$ cat src/rtl/ctrl_pkg.sv
// Shared decode definitions: RV32I opcodes, immediate-format codes and the
// packed control bundle carried through the ID/EX register.
package ctrl_pkg;

  localparam logic [6:0] OP_R      = 7'b0110011;
  localparam logic [6:0] OP_IALU   = 7'b0010011;
  localparam logic [6:0] OP_LOAD   = 7'b0000011;
  localparam logic [6:0] OP_STORE  = 7'b0100011;
  localparam logic [6:0] OP_BRANCH = 7'b1100011;
  localparam logic [6:0] OP_JAL    = 7'b1101111;
  localparam logic [6:0] OP_JALR   = 7'b1100111;
  localparam logic [6:0] OP_LUI    = 7'b0110111;
  localparam logic [6:0] OP_AUIPC  = 7'b0010111;

  localparam logic [6:0] F7_BASE = 7'b0000000;
  localparam logic [6:0] F7_ALT  = 7'b0100000;
  localparam logic [6:0] F7_MEXT = 7'b0000001;

  localparam logic [2:0] IMM_I   = 3'b000;
  localparam logic [2:0] IMM_S   = 3'b001;
  localparam logic [2:0] IMM_B   = 3'b010;
  localparam logic [2:0] IMM_J   = 3'b011;
  localparam logic [2:0] IMM_U   = 3'b100;
  localparam logic [2:0] IMM_ISH = 3'b101;

  typedef struct packed {
    logic [4:0] alu_op;
    logic       rd_en;
    logic       rs1_read;
    logic       rs2_read;
    logic       dm_we;
    logic       dm_re;
    logic       rd_sel;
    logic       alu_a_sel;
    logic       alu_b_sel;
    logic       branch;
    logic       jump;
    logic [2:0] imm_sel;
  } ctrl_t;

  localparam ctrl_t CTRL_BUBBLE = '0;

endpackage

$ cat src/rtl/ctrl_decode_stage_if.sv
// Bus between fetch, the decode stage and execute. master = upstream/EX side
// driving requests and ready, slave = the decode stage itself.
interface ctrl_decode_stage_if #(parameter int XLEN = 32);

  logic            in_valid;
  logic            in_ready;
  logic [31:0]     in_instr;
  logic [XLEN-1:0] in_pc;
  logic            stall;
  logic            flush;
  logic            out_valid;
  logic            out_ready;
  logic [4:0]      out_alu_op;
  logic            out_rd_en;
  logic            out_rs1_read;
  logic            out_rs2_read;
  logic            out_dm_we;
  logic            out_dm_re;
  logic            out_rd_sel;
  logic            out_alu_a_sel;
  logic            out_alu_b_sel;
  logic            out_branch;
  logic            out_jump;
  logic [2:0]      out_imm_sel;
  logic [4:0]      out_rd;
  logic [4:0]      out_rs1;
  logic [4:0]      out_rs2;
  logic [2:0]      out_func3;
  logic [XLEN-1:0] out_pc;
  logic            out_illegal;

  modport master (
    output in_valid, in_instr, in_pc, stall, flush, out_ready,
    input  in_ready, out_valid, out_alu_op, out_rd_en, out_rs1_read, out_rs2_read,
           out_dm_we, out_dm_re, out_rd_sel, out_alu_a_sel, out_alu_b_sel,
           out_branch, out_jump, out_imm_sel, out_rd, out_rs1, out_rs2,
           out_func3, out_pc, out_illegal
  );

  modport slave (
    input  in_valid, in_instr, in_pc, stall, flush, out_ready,
    output in_ready, out_valid, out_alu_op, out_rd_en, out_rs1_read, out_rs2_read,
           out_dm_we, out_dm_re, out_rd_sel, out_alu_a_sel, out_alu_b_sel,
           out_branch, out_jump, out_imm_sel, out_rd, out_rs1, out_rs2,
           out_func3, out_pc, out_illegal
  );

endinterface

$ cat src/rtl/ctrl_decode_comb.sv
// Purely combinational RV32I control decode: instruction word to control bundle,
// register fields and illegal flag. CTRL_MEXT_EN enables M-extension decode.
module ctrl_decode_comb
  import ctrl_pkg::*;
(
  input  logic [31:0] instr,
  output ctrl_t       ctrl,
  output logic        illegal,
  output logic [4:0]  rd,
  output logic [4:0]  rs1,
  output logic [4:0]  rs2,
  output logic [2:0]  func3
);

  logic [6:0] opcode;
  logic [6:0] func7;

  assign opcode = instr[6:0];
  assign func7  = instr[31:25];
  assign rd     = instr[11:7];
  assign func3  = instr[14:12];
  assign rs1    = instr[19:15];
  assign rs2    = instr[24:20];

  // Anything not matched keeps the all-zero bundle and raises illegal.
  always_comb begin
    ctrl    = CTRL_BUBBLE;
    illegal = 1'b0;
    case (opcode)
      OP_R: begin
        if (func7 == F7_BASE || func7 == F7_ALT) begin
          ctrl.alu_op   = {1'b0, func7[5], func3};
          ctrl.rd_en    = 1'b1;
          ctrl.rs1_read = 1'b1;
          ctrl.rs2_read = 1'b1;
`ifdef CTRL_MEXT_EN
        end else if (func7 == F7_MEXT) begin
          ctrl.alu_op   = {1'b1, 1'b0, func3};
          ctrl.rd_en    = 1'b1;
          ctrl.rs1_read = 1'b1;
          ctrl.rs2_read = 1'b1;
`endif
        end else begin
          illegal = 1'b1;
        end
      end
      OP_IALU: begin
        ctrl.alu_op    = {1'b0, func7[5], func3};
        ctrl.rd_en     = 1'b1;
        ctrl.rs1_read  = 1'b1;
        ctrl.alu_b_sel = 1'b1;
        ctrl.imm_sel   = (func3 == 3'b101) ? IMM_ISH : IMM_I;
      end
      OP_LOAD: begin
        ctrl.rd_en     = 1'b1;
        ctrl.rs1_read  = 1'b1;
        ctrl.dm_re     = 1'b1;
        ctrl.rd_sel    = 1'b1;
        ctrl.alu_b_sel = 1'b1;
        ctrl.imm_sel   = IMM_I;
      end
      OP_STORE: begin
        ctrl.rs1_read  = 1'b1;
        ctrl.dm_we     = 1'b1;
        ctrl.alu_b_sel = 1'b1;
        ctrl.imm_sel   = IMM_S;
      end
      OP_BRANCH: begin
        ctrl.rs1_read  = 1'b1;
        ctrl.rs2_read  = 1'b1;
        ctrl.branch    = 1'b1;
        ctrl.alu_a_sel = 1'b1;
        ctrl.alu_b_sel = 1'b1;
        ctrl.imm_sel   = IMM_B;
      end
      OP_JAL: begin
        ctrl.rd_en     = 1'b1;
        ctrl.jump      = 1'b1;
        ctrl.alu_a_sel = 1'b1;
        ctrl.alu_b_sel = 1'b1;
        ctrl.imm_sel   = IMM_J;
      end
      OP_JALR: begin
        ctrl.rd_en     = 1'b1;
        ctrl.rs1_read  = 1'b1;
        ctrl.jump      = 1'b1;
        ctrl.alu_b_sel = 1'b1;
        ctrl.imm_sel   = IMM_I;
      end
      OP_LUI: begin
        ctrl.rd_en   = 1'b1;
        ctrl.imm_sel = IMM_U;
      end
      OP_AUIPC: begin
        ctrl.rd_en     = 1'b1;
        ctrl.alu_a_sel = 1'b1;
        ctrl.alu_b_sel = 1'b1;
        ctrl.imm_sel   = IMM_U;
      end
      default: illegal = 1'b1;
    endcase
  end

endmodule

$ cat src/rtl/ctrl_decode_stage.sv
// Registered decode stage (ID/EX register) with handshake, stall/flush,
// load-use bubble insertion and a saturating bubble counter.
module ctrl_decode_stage
  import ctrl_pkg::*;
#(
  parameter int XLEN   = 32,
  parameter int PERF_W = 16
) (
  input  logic              clk,
  input  logic              rst_n,
  ctrl_decode_stage_if.slave bus,
  output logic [PERF_W-1:0] bubble_cnt
);

  ctrl_t           dec_ctrl;
  logic            dec_illegal;
  logic [4:0]      dec_rd, dec_rs1, dec_rs2;
  logic [2:0]      dec_func3;

  ctrl_t           ctrl_q, ctrl_out;
  logic            valid_q, illegal_q;
  logic [4:0]      rd_q, rs1_q, rs2_q;
  logic [2:0]      func3_q;
  logic [XLEN-1:0] pc_q;
  logic            hazard, in_ready;

  ctrl_decode_comb u_decode (
    .instr   (bus.in_instr),
    .ctrl    (dec_ctrl),
    .illegal (dec_illegal),
    .rd      (dec_rd),
    .rs1     (dec_rs1),
    .rs2     (dec_rs2),
    .func3   (dec_func3)
  );

  // A load in the register whose destination the incoming instruction reads.
  assign hazard = valid_q && ctrl_q.dm_re && (rd_q != 5'd0) && bus.in_valid &&
                  ((dec_ctrl.rs1_read && (dec_rs1 == rd_q)) ||
                   (dec_ctrl.rs2_read && (dec_rs2 == rd_q)));

  assign in_ready = bus.flush ||
                    (!bus.stall && !hazard && (!valid_q || bus.out_ready));

  always_ff @(posedge clk or negedge rst_n) begin
    if (!rst_n) begin
      valid_q    <= 1'b0;
      ctrl_q     <= CTRL_BUBBLE;
      illegal_q  <= 1'b0;
      rd_q       <= '0;
      rs1_q      <= '0;
      rs2_q      <= '0;
      func3_q    <= '0;
      pc_q       <= '0;
      bubble_cnt <= '0;
    end else if (bus.flush) begin
      valid_q <= 1'b0;
    end else if (!bus.stall) begin
      if (hazard && bus.out_ready) begin
        valid_q   <= 1'b0;
        ctrl_q    <= CTRL_BUBBLE;
        illegal_q <= 1'b0;
        if (bubble_cnt != {PERF_W{1'b1}})
          bubble_cnt <= bubble_cnt + 1'b1;
      end else if (bus.in_valid && in_ready) begin
        valid_q   <= 1'b1;
        ctrl_q    <= dec_ctrl;
        illegal_q <= dec_illegal;
        rd_q      <= dec_rd;
        rs1_q     <= dec_rs1;
        rs2_q     <= dec_rs2;
        func3_q   <= dec_func3;
        pc_q      <= bus.in_pc;
      end else if (bus.out_ready) begin
        valid_q <= 1'b0;
      end
    end
  end

  // Invalid register contents must never leak control bits into EX.
  assign ctrl_out = valid_q ? ctrl_q : CTRL_BUBBLE;

  assign bus.in_ready      = in_ready;
  assign bus.out_valid     = valid_q;
  assign bus.out_alu_op    = ctrl_out.alu_op;
  assign bus.out_rd_en     = ctrl_out.rd_en;
  assign bus.out_rs1_read  = ctrl_out.rs1_read;
  assign bus.out_rs2_read  = ctrl_out.rs2_read;
  assign bus.out_dm_we     = ctrl_out.dm_we;
  assign bus.out_dm_re     = ctrl_out.dm_re;
  assign bus.out_rd_sel    = ctrl_out.rd_sel;
  assign bus.out_alu_a_sel = ctrl_out.alu_a_sel;
  assign bus.out_alu_b_sel = ctrl_out.alu_b_sel;
  assign bus.out_branch    = ctrl_out.branch;
  assign bus.out_jump      = ctrl_out.jump;
  assign bus.out_imm_sel   = ctrl_out.imm_sel;
  assign bus.out_illegal   = valid_q & illegal_q;
  assign bus.out_rd        = rd_q;
  assign bus.out_rs1       = rs1_q;
  assign bus.out_rs2       = rs2_q;
  assign bus.out_func3     = func3_q;
  assign bus.out_pc        = pc_q;

endmodule

$ cat src/flat_wrapper.sv
// flat-port wrapper written by rule: the top's interface ports become plain ports
module ctrl_decode_stage_flat import ctrl_pkg::*;
#(
  parameter int XLEN   = 32,
  parameter int PERF_W = 16
)
  (clk, rst_n, bubble_cnt, bus_in_valid, bus_in_instr, bus_in_pc, bus_stall, bus_flush, bus_out_ready, bus_in_ready, bus_out_valid, bus_out_alu_op, bus_out_rd_en, bus_out_rs1_read, bus_out_rs2_read, bus_out_dm_we, bus_out_dm_re, bus_out_rd_sel, bus_out_alu_a_sel, bus_out_alu_b_sel, bus_out_branch, bus_out_jump, bus_out_imm_sel, bus_out_rd, bus_out_rs1, bus_out_rs2, bus_out_func3, bus_out_pc, bus_out_illegal);
  ctrl_decode_stage_if #(.XLEN(XLEN)) bus_i ();
  input  logic clk;
  input  logic rst_n;
  output logic [PERF_W-1:0] bubble_cnt;
  input wire logic [$bits(bus_i.in_valid)-1:0] bus_in_valid;
  input wire logic [$bits(bus_i.in_instr)-1:0] bus_in_instr;
  input wire logic [$bits(bus_i.in_pc)-1:0] bus_in_pc;
  input wire logic [$bits(bus_i.stall)-1:0] bus_stall;
  input wire logic [$bits(bus_i.flush)-1:0] bus_flush;
  input wire logic [$bits(bus_i.out_ready)-1:0] bus_out_ready;
  output wire logic [$bits(bus_i.in_ready)-1:0] bus_in_ready;
  output wire logic [$bits(bus_i.out_valid)-1:0] bus_out_valid;
  output wire logic [$bits(bus_i.out_alu_op)-1:0] bus_out_alu_op;
  output wire logic [$bits(bus_i.out_rd_en)-1:0] bus_out_rd_en;
  output wire logic [$bits(bus_i.out_rs1_read)-1:0] bus_out_rs1_read;
  output wire logic [$bits(bus_i.out_rs2_read)-1:0] bus_out_rs2_read;
  output wire logic [$bits(bus_i.out_dm_we)-1:0] bus_out_dm_we;
  output wire logic [$bits(bus_i.out_dm_re)-1:0] bus_out_dm_re;
  output wire logic [$bits(bus_i.out_rd_sel)-1:0] bus_out_rd_sel;
  output wire logic [$bits(bus_i.out_alu_a_sel)-1:0] bus_out_alu_a_sel;
  output wire logic [$bits(bus_i.out_alu_b_sel)-1:0] bus_out_alu_b_sel;
  output wire logic [$bits(bus_i.out_branch)-1:0] bus_out_branch;
  output wire logic [$bits(bus_i.out_jump)-1:0] bus_out_jump;
  output wire logic [$bits(bus_i.out_imm_sel)-1:0] bus_out_imm_sel;
  output wire logic [$bits(bus_i.out_rd)-1:0] bus_out_rd;
  output wire logic [$bits(bus_i.out_rs1)-1:0] bus_out_rs1;
  output wire logic [$bits(bus_i.out_rs2)-1:0] bus_out_rs2;
  output wire logic [$bits(bus_i.out_func3)-1:0] bus_out_func3;
  output wire logic [$bits(bus_i.out_pc)-1:0] bus_out_pc;
  output wire logic [$bits(bus_i.out_illegal)-1:0] bus_out_illegal;
  assign bus_i.in_valid = bus_in_valid;
  assign bus_i.in_instr = bus_in_instr;
  assign bus_i.in_pc = bus_in_pc;
  assign bus_i.stall = bus_stall;
  assign bus_i.flush = bus_flush;
  assign bus_i.out_ready = bus_out_ready;
  assign bus_in_ready = bus_i.in_ready;
  assign bus_out_valid = bus_i.out_valid;
  assign bus_out_alu_op = bus_i.out_alu_op;
  assign bus_out_rd_en = bus_i.out_rd_en;
  assign bus_out_rs1_read = bus_i.out_rs1_read;
  assign bus_out_rs2_read = bus_i.out_rs2_read;
  assign bus_out_dm_we = bus_i.out_dm_we;
  assign bus_out_dm_re = bus_i.out_dm_re;
  assign bus_out_rd_sel = bus_i.out_rd_sel;
  assign bus_out_alu_a_sel = bus_i.out_alu_a_sel;
  assign bus_out_alu_b_sel = bus_i.out_alu_b_sel;
  assign bus_out_branch = bus_i.out_branch;
  assign bus_out_jump = bus_i.out_jump;
  assign bus_out_imm_sel = bus_i.out_imm_sel;
  assign bus_out_rd = bus_i.out_rd;
  assign bus_out_rs1 = bus_i.out_rs1;
  assign bus_out_rs2 = bus_i.out_rs2;
  assign bus_out_func3 = bus_i.out_func3;
  assign bus_out_pc = bus_i.out_pc;
  assign bus_out_illegal = bus_i.out_illegal;
  ctrl_decode_stage #(.XLEN(XLEN), .PERF_W(PERF_W)) u_core (.clk(clk), .rst_n(rst_n), .bus(bus_i), .bubble_cnt(bubble_cnt));
endmodule
$ cat config.mk
export PLATFORM = sky130hd
export DESIGN_NAME = ctrl_decode_stage_flat
export DESIGN_NICKNAME = d
export VERILOG_FILES = /design/src/rtl/ctrl_pkg.sv /design/src/rtl/ctrl_decode_stage_if.sv /design/src/rtl/ctrl_decode_comb.sv /design/src/rtl/ctrl_decode_stage.sv /design/src/flat_wrapper.sv
export SDC_FILE = /design/constraint.sdc
export NUM_CORES = 1
export LEC_CHECK = 0
export CAP_MARGIN = 20
export CELL_PAD_IN_SITES_DETAIL_PLACEMENT = 1
export CELL_PAD_IN_SITES_GLOBAL_PLACEMENT = 1
export CORE_MARGIN = 5
export CORE_UTILIZATION = 30
export DETAILED_ROUTE_END_ITERATION = 16
export GPL_ROUTABILITY_DRIVEN = 0
export PLACE_DENSITY = 0.77
export REMOVE_ABC_BUFFERS = 1
export SYNTH_ARGS = -nofsm -noshare
export SYNTH_HDL_FRONTEND = slang
export SYNTH_SLANG_ARGS = --single-unit
$ cat constraint.sdc
create_clock -name clk -period 2.1 [get_ports clk]
set_clock_uncertainty 0.05 [all_clocks]
set_input_delay 0.42 -clock clk [delete_from_list [all_inputs] [get_ports clk]]
set_output_delay 0.42 -clock clk [all_outputs]
set_load 0.02 [all_outputs]
# Yosys cells after proc, flatten, opt, wreduce, memory -nomap -nowiden
# Cells that the tools add are included.
dict set report word_totals {
  regBits 86
  latchBits 0
  ram_bits 0
  rom_bits 0
  output_inout_bits 87
  elab_cells 97
  memories 0
}
dict set report classes {
  add_sub_neg 1
  multipliers 0
  div 0
  magnitude_cmp 0
  n_eq_ne 15
  n_shift 0
  n_mux 25
  bitwise_logic 4
  reduce_logical 32
}
# operator count
set ops {}
lappend ops {{$mux W18} 3}
lappend ops {{$eq A7 B6 Y1 const B} 4}
lappend ops {{$eq A7 B7 Y1 const B} 3}
lappend ops {{$add A16 B1 Y16 const B} 1}
lappend ops {{$ne A16 B16 Y1 const B} 1}
lappend ops {{$pmux W3 S5} 1}
lappend ops {{$eq A7 B5 Y1 const B} 2}
lappend ops {{$mux W1} 13}
lappend ops {{$eq A5 B5 Y1} 2}
lappend ops {{$logic_and A1 B1 Y1} 10}
lappend ops {{$pmux W5 S2} 1}
lappend ops {{$pmux W1 S2} 4}
lappend ops {{$reduce_and A4 Y1} 2}
lappend ops {{$reduce_or A8 Y1} 1}
lappend ops {{$eq A7 B2 Y1 const B} 1}
lappend ops {{$logic_not A7 Y1} 1}
lappend ops {{$mux W7} 1}
lappend ops {{$reduce_or A7 Y1} 1}
lappend ops {{$reduce_or A6 Y1} 1}
lappend ops {{$reduce_bool A5 Y1} 1}
lappend ops {{$reduce_or A5 Y1} 1}
lappend ops {{$logic_or A1 B1 Y1} 4}
lappend ops {{$reduce_bool A4 Y1} 1}
lappend ops {{$reduce_or A2 Y1} 2}
lappend ops {{other kinds (11)} 15}

# Depth between registers and ports, before layout
dict set report logic_depth {
  word_depth 16
  ltp_mapped 9
}

# By module
# From an unflattened synthesis, not the netlist that was laid out.
dict set report hier_totals {
  hier_cells 384
  area_unflattened_um2 4451.8
}
# module instances cells_each area_per_inst_um2
set by_module_without_submodules {}
lappend by_module_without_submodules {ctrl_decode_stage 1 310 3960.0}
lappend by_module_without_submodules {ctrl_decode_comb 1 74 491.7}

# Worst setup path before layout
# OpenSTA, ideal clock, no wires.
dict set report synth_path {
  path_type {flip-flop to output port}
  start {register u_core.valid_q, in the netlist u_core.bus.out_valid}
  end {output bus_in_ready}
  t_arrival_ps 1951
  required_ps 1630
  path_slack_ps -321
  stages_incl_launch_ff 10
  cell_sequence {dfrtp_1 -> buf_2 -> nand3_1 -> nor4_1 -> nand4_1 -> o22ai_2 -> buf_2 -> buf_2 -> inv_1 -> a21o_1}
}
dict set report synth_between {
  elab_chain_cells 8
  word_cells_on_any_way 10
}
# item line_no
set synth_rtl {}
lappend synth_rtl {{from (decl)} ctrl_decode_stage.sv:21} ;# logic valid_q, illegal_q;
lappend synth_rtl {{from (signal assigned)} ctrl_decode_stage.sv:47} ;# valid_q <= 1'b0;
lappend synth_rtl {{from (signal assigned)} ctrl_decode_stage.sv:57} ;# valid_q <= 1'b0;
lappend synth_rtl {{from (signal assigned)} ctrl_decode_stage.sv:60} ;# valid_q <= 1'b0;
lappend synth_rtl {{$logic_and A1 B1 Y1 (4 in a row)} ctrl_decode_stage.sv:38} ;# assign hazard = valid_q && ctrl_q.dm_re && (rd_q != 5'd0) && bus.in_valid &&
lappend synth_rtl {{$logic_not A1 Y1} ctrl_decode_stage.sv:43} ;# (!bus.stall && !hazard && (!valid_q || bus.out_ready));
lappend synth_rtl {{$logic_and A1 B1 Y1} ctrl_decode_stage.sv:43}
lappend synth_rtl {{$logic_and A1 B1 Y1 (*)} ctrl_decode_stage.sv:43}
lappend synth_rtl {{$logic_or A1 B1 Y1 (*)} ctrl_decode_stage.sv:42} ;# assign in_ready = bus.flush ||
lappend synth_rtl {{to (decl)} flat_wrapper.sv:18} ;# output wire logic [$bits(bus_i.in_ready)-1:0] bus_in_ready;
# Mark *: on every way between the ends. The rest lies on a longest branch, timed or not.

# Final worst setup path
dict set report layout_path {
  start {input bus_in_instr[5]}
  end {output bus_in_ready}
}
dict set report layout_between {
  elab_chain_cells 10
  word_cells_on_any_way 17
}
# item line_no
set layout_rtl {}
lappend layout_rtl {{from (decl)} flat_wrapper.sv:13} ;# input wire logic [$bits(bus_i.in_instr)-1:0] bus_in_instr;
lappend layout_rtl {{$eq A7 B7 Y1 (tied with other cells)} ctrl_decode_comb.sv:29} ;# case (opcode)
lappend layout_rtl {{$reduce_or A5 Y1 (no source line)} -}
lappend layout_rtl {{$pmux W1 S2} ctrl_decode_comb.sv:29}
lappend layout_rtl {{$logic_and A1 B1 Y1} ctrl_decode_stage.sv:39} ;# ((dec_ctrl.rs1_read && (dec_rs1 == rd_q)) ||
lappend layout_rtl {{$logic_or A1 B1 Y1 (*)} ctrl_decode_stage.sv:39}
lappend layout_rtl {{$logic_and A1 B1 Y1 (*)} ctrl_decode_stage.sv:38}
lappend layout_rtl {{$logic_not A1 Y1 (*)} ctrl_decode_stage.sv:43}
lappend layout_rtl {{$logic_and A1 B1 Y1 (*) (2 in a row)} ctrl_decode_stage.sv:43}
lappend layout_rtl {{$logic_or A1 B1 Y1 (*)} ctrl_decode_stage.sv:42}
# Marked as above.

==> impl_metrics.yaml <==
run_status:
  status: "complete, but fails checks"
  violations: "negative setup slack"
global_route:
  grt_pass1_wl_um: 22300
  grt_use_total: 0.180
  antenna_found_initial: 0
  grt-ovfl-total: 0
  grt_pass1_vias: 4076
  grt_max_degree: 44
layout:
  fin_nets: 636
  antenna_cells: 0
  n_fill_cell: 1344
  drive_above_1_share: 0.308
  area_delta_synth_final_pct: 80.4
  utilization: 0.557
  final_cells: 741
die:
  core.rowCount: 41
  core_area_um2: 12800
  chipWidth_um: 125
  dieArea_um2: 15500
  die_y_um: 125
  start_util: 0.309
  num_io_pins: 157
routing:
  first_pass_iters: 4
  ant_nets: 0
  drt_iter0_markers: 172
  drt-total-wl_um: 14900
  via_per_inst: 4.82
  route.detailed.drc: 0
  wl_per_cell_um: 20.0
  num_vias: 3568
cts:
  h-tree-depth: 3
  cts_buffer_depth: 2
  cts_made_buffers: 9
  clock_latency_ns: 0.34
  clockRootBuffer: "clkbuf_16"
  cts_sinks: 84
  cts_tree: "yes"
  cts.clk_slew.worst_paths_ns: 0.06
synth:
  ys_top_cells_by_area: "dfrtp_1 (53%), mux2_1 (14%), xnor2_1 (4.2%)"
  synthCells: 336
  yosys.area.top_type: "dfrtp_1"
  synth_area_um2: 3940
  ys.warnings.count: 0
  ys_ff_latch: 84
  yosysUniqueCellTypes: 46
  syn_area_per_cell_um2: 11.7
  synthArstFlopShare: 1.00
  ys_seq_area_frac: 0.533
  synth_top_area_frac: 0.533
  synth-edff-count: 0
  synth_top_flop_cell: "dfrtp_1"
setup_path:
  critPathMaxFanout: 2
  crit_slowest_cell: "clkdlybuf4s50_1"
  crit_type: "in2out"
  worst_setup_path_end_kind: "primary output"
  required_ns: 1.63
  critPathLaunchType: "primary input"
  slowest_delay_ns: 0.53
  critical_path_arrival_ns: 2.03
  cp_cell_sequence: "clkdlybuf4s50_1 -> and2b_1 -> a21oi_2 -> o221ai_2 -> o22ai_2 -> inv_1 -> a21o_1 -> buf_6"
power_and_ir_drop:
  p_leak_nw: 3.31
  power_density_nw_per_um2: 736
  power.switching_mw: 1.46
  p_int_mw: 3.77
  clkPwrFrac: 0.321
  vdd_ir_drop_max_v: 0.000615
  swShare: 0.279
  power_frac_seq: 0.376
  p_comb_frac: 0.303
sta:
  slew_headroom: 0.587
  setup_ws_ns: -0.403
  post-route-period-util: 1.19
  fin_crit_ns: 2.50
  tightest_slew_ns: 0.619
  rsz0062_at_grt: "yes"
  fin_setup_tns_ns: -14.92
  slew_viol_final: 0
  holdWs_ns: 0.0308
  finalHoldViolations: 0
  max_freq_ghz: 0.400
  finalSetupViolCount: 70
worst_hold_path:
  hold_class: "in2async"
place:
  placedCellCount: 700
  dp_hpwl_um: 9710
  port_buffers: 155
  pre_cts_slack_ns: -1.06
job:
  cap_violations: 0
## final timing paths
check	depth (start not counted)	slack (ns)	to	startpoint
worst max-delay path	8	-0.40	bus_in_ready	bus_in_instr[5]
worst min-delay path	1	0.03	u_core.ctrl_q[6]	rst_n
worst max register to register	10	-0.25	u_core.bus.out_rs2[2]	u_core.bus.out_rd[2]
worst min register to register	1	0.42	u_core.ctrl_q[0]	u_core.ctrl_q[0]
max in group asynchronous	2	1.28	u_core.bus.out_pc[29]	rst_n
min in group clk	1	0.42	u_core.ctrl_q[0]	u_core.ctrl_q[0]
## synthesized netlist by cell type (2+ instances only)
library cell,number
a21o_1,3
a21oi_1,5
a41o_1,2
and2_1,19
and3_1,4
and3b_1,2
buf_2,4
buf_4,3
buf_8,5
clkbuf_1,4
dfrtp_1,84
inv_1,5
mux2_1,49
mux2_2,2
nand2_1,34
nand2b_1,4
nand3_1,12
nand3b_1,4
nand4_1,8
nor2_1,12
nor2b_1,3
nor3_1,7
nor4_1,3
o21ai_0,6
o31ai_1,7
o41ai_1,2
xnor2_1,19
xor2_1,6
## state kept, by name (all words and copies together) (netlist names)
register and cells:
u_core.ctrl_q 16, u_core.bus.out_func3 3, u_core.bus.out_valid 1, u_core.bus.out_rs2 5, u_core.illegal_q 1, u_core.bus.out_pc 32
u_core.bubble_cnt 16, u_core.bus.out_rd 5, u_core.bus.out_rs1 5
## logic make-up (layout without fill, tap and decap cells)
| logic type | after synthesis | in the layout | synth area share |
|---|---|---|---|
| buffers and inverters | 23 | 256 | 0.0403 |
| AOI/OAI and AO/OA | 35 | 35 | 0.0654 |
| DFF | 84 | 84 | 0.533 |
| xor gates and xnor gates | 25 | 25 | 0.0556 |
| muxes | 51 | 51 | 0.146 |
| other | 1 | 1 | 0.000951 |
| adders and majority gates | 1 | 1 | 0.00317 |
| and+or+nand+nor | 116 | 116 | 0.156 |
## critical path, delay by kind of cell
kind | cells | cell delay (ns)
compound gates | 4 | 0.64
buf+inv | 3 | 0.74
simple gates | 1 | 0.22
## power groups by stage
stage,combinational (mW),sequential [mW],clock (mW)
final,1.59,1.97,1.68
after CTS,1.39,1.96,1.72
after global placement,1.30,1.97,0
after floorplan,0.244,2.24,0
after detailed placement,1.32,1.99,0
after global routing,1.67,1.99,1.80
## layer usage
layer  GRT usage  part of all wire
met5           0                 0
met2       0.310              0.51
met4      0.0567             0.014
met3      0.0678             0.080
met1       0.206              0.40
## area by class of cell
type | count | area (um^2) | area share
flip-flops and latches | 84 | 2100 | 0.296
multi-input cells | 229 | 2070 | 0.291
repair buffers | 235 | 2400 | 0.338
clock buffers | 13 | 240 | 0.0338
inverters | 6 | 22.5 | 0.00317
well taps | 172 | 215 | 0.0303
clock inverters | 2 | 60.1 | 0.00844
## repair_timing
action                                  in CTS  in global routing
hold buffers                                 0                  0
endpoints found under the setup margin     102                 85
pin swaps                                   11                 15
cloned                                       5                  4
buffers inserted                             7                 13
gates resized for setup                     52                 89
## metrics by stage
step	total power, mW	cell area, um^2
6_report	5.23	7110
5_1_grt	5.47	7110
4_1_cts	5.08	6620
3_5_place_dp	3.31	6030
3_3_place_gp	3.26	6030
2_1_floorplan	2.48	3800
## cells in the final DEF (no fill, tap or decap), drive strengths merged, types with 7 or more instances in the layout
cell	synthesis	routed
nand4	8	8
dfrtp	84	84
nor3	7	7
nand3	12	12
nand2	34	34
dlygate4sd2	0	26
buf	13	78
and2	19	19
clkbuf	4	17
clkdlybuf4s50	0	124
nor2	12	12
xnor2	19	19
mux2	51	51
o31ai	7	7
No activity file was read; power rests on OpenSTA's default activity.
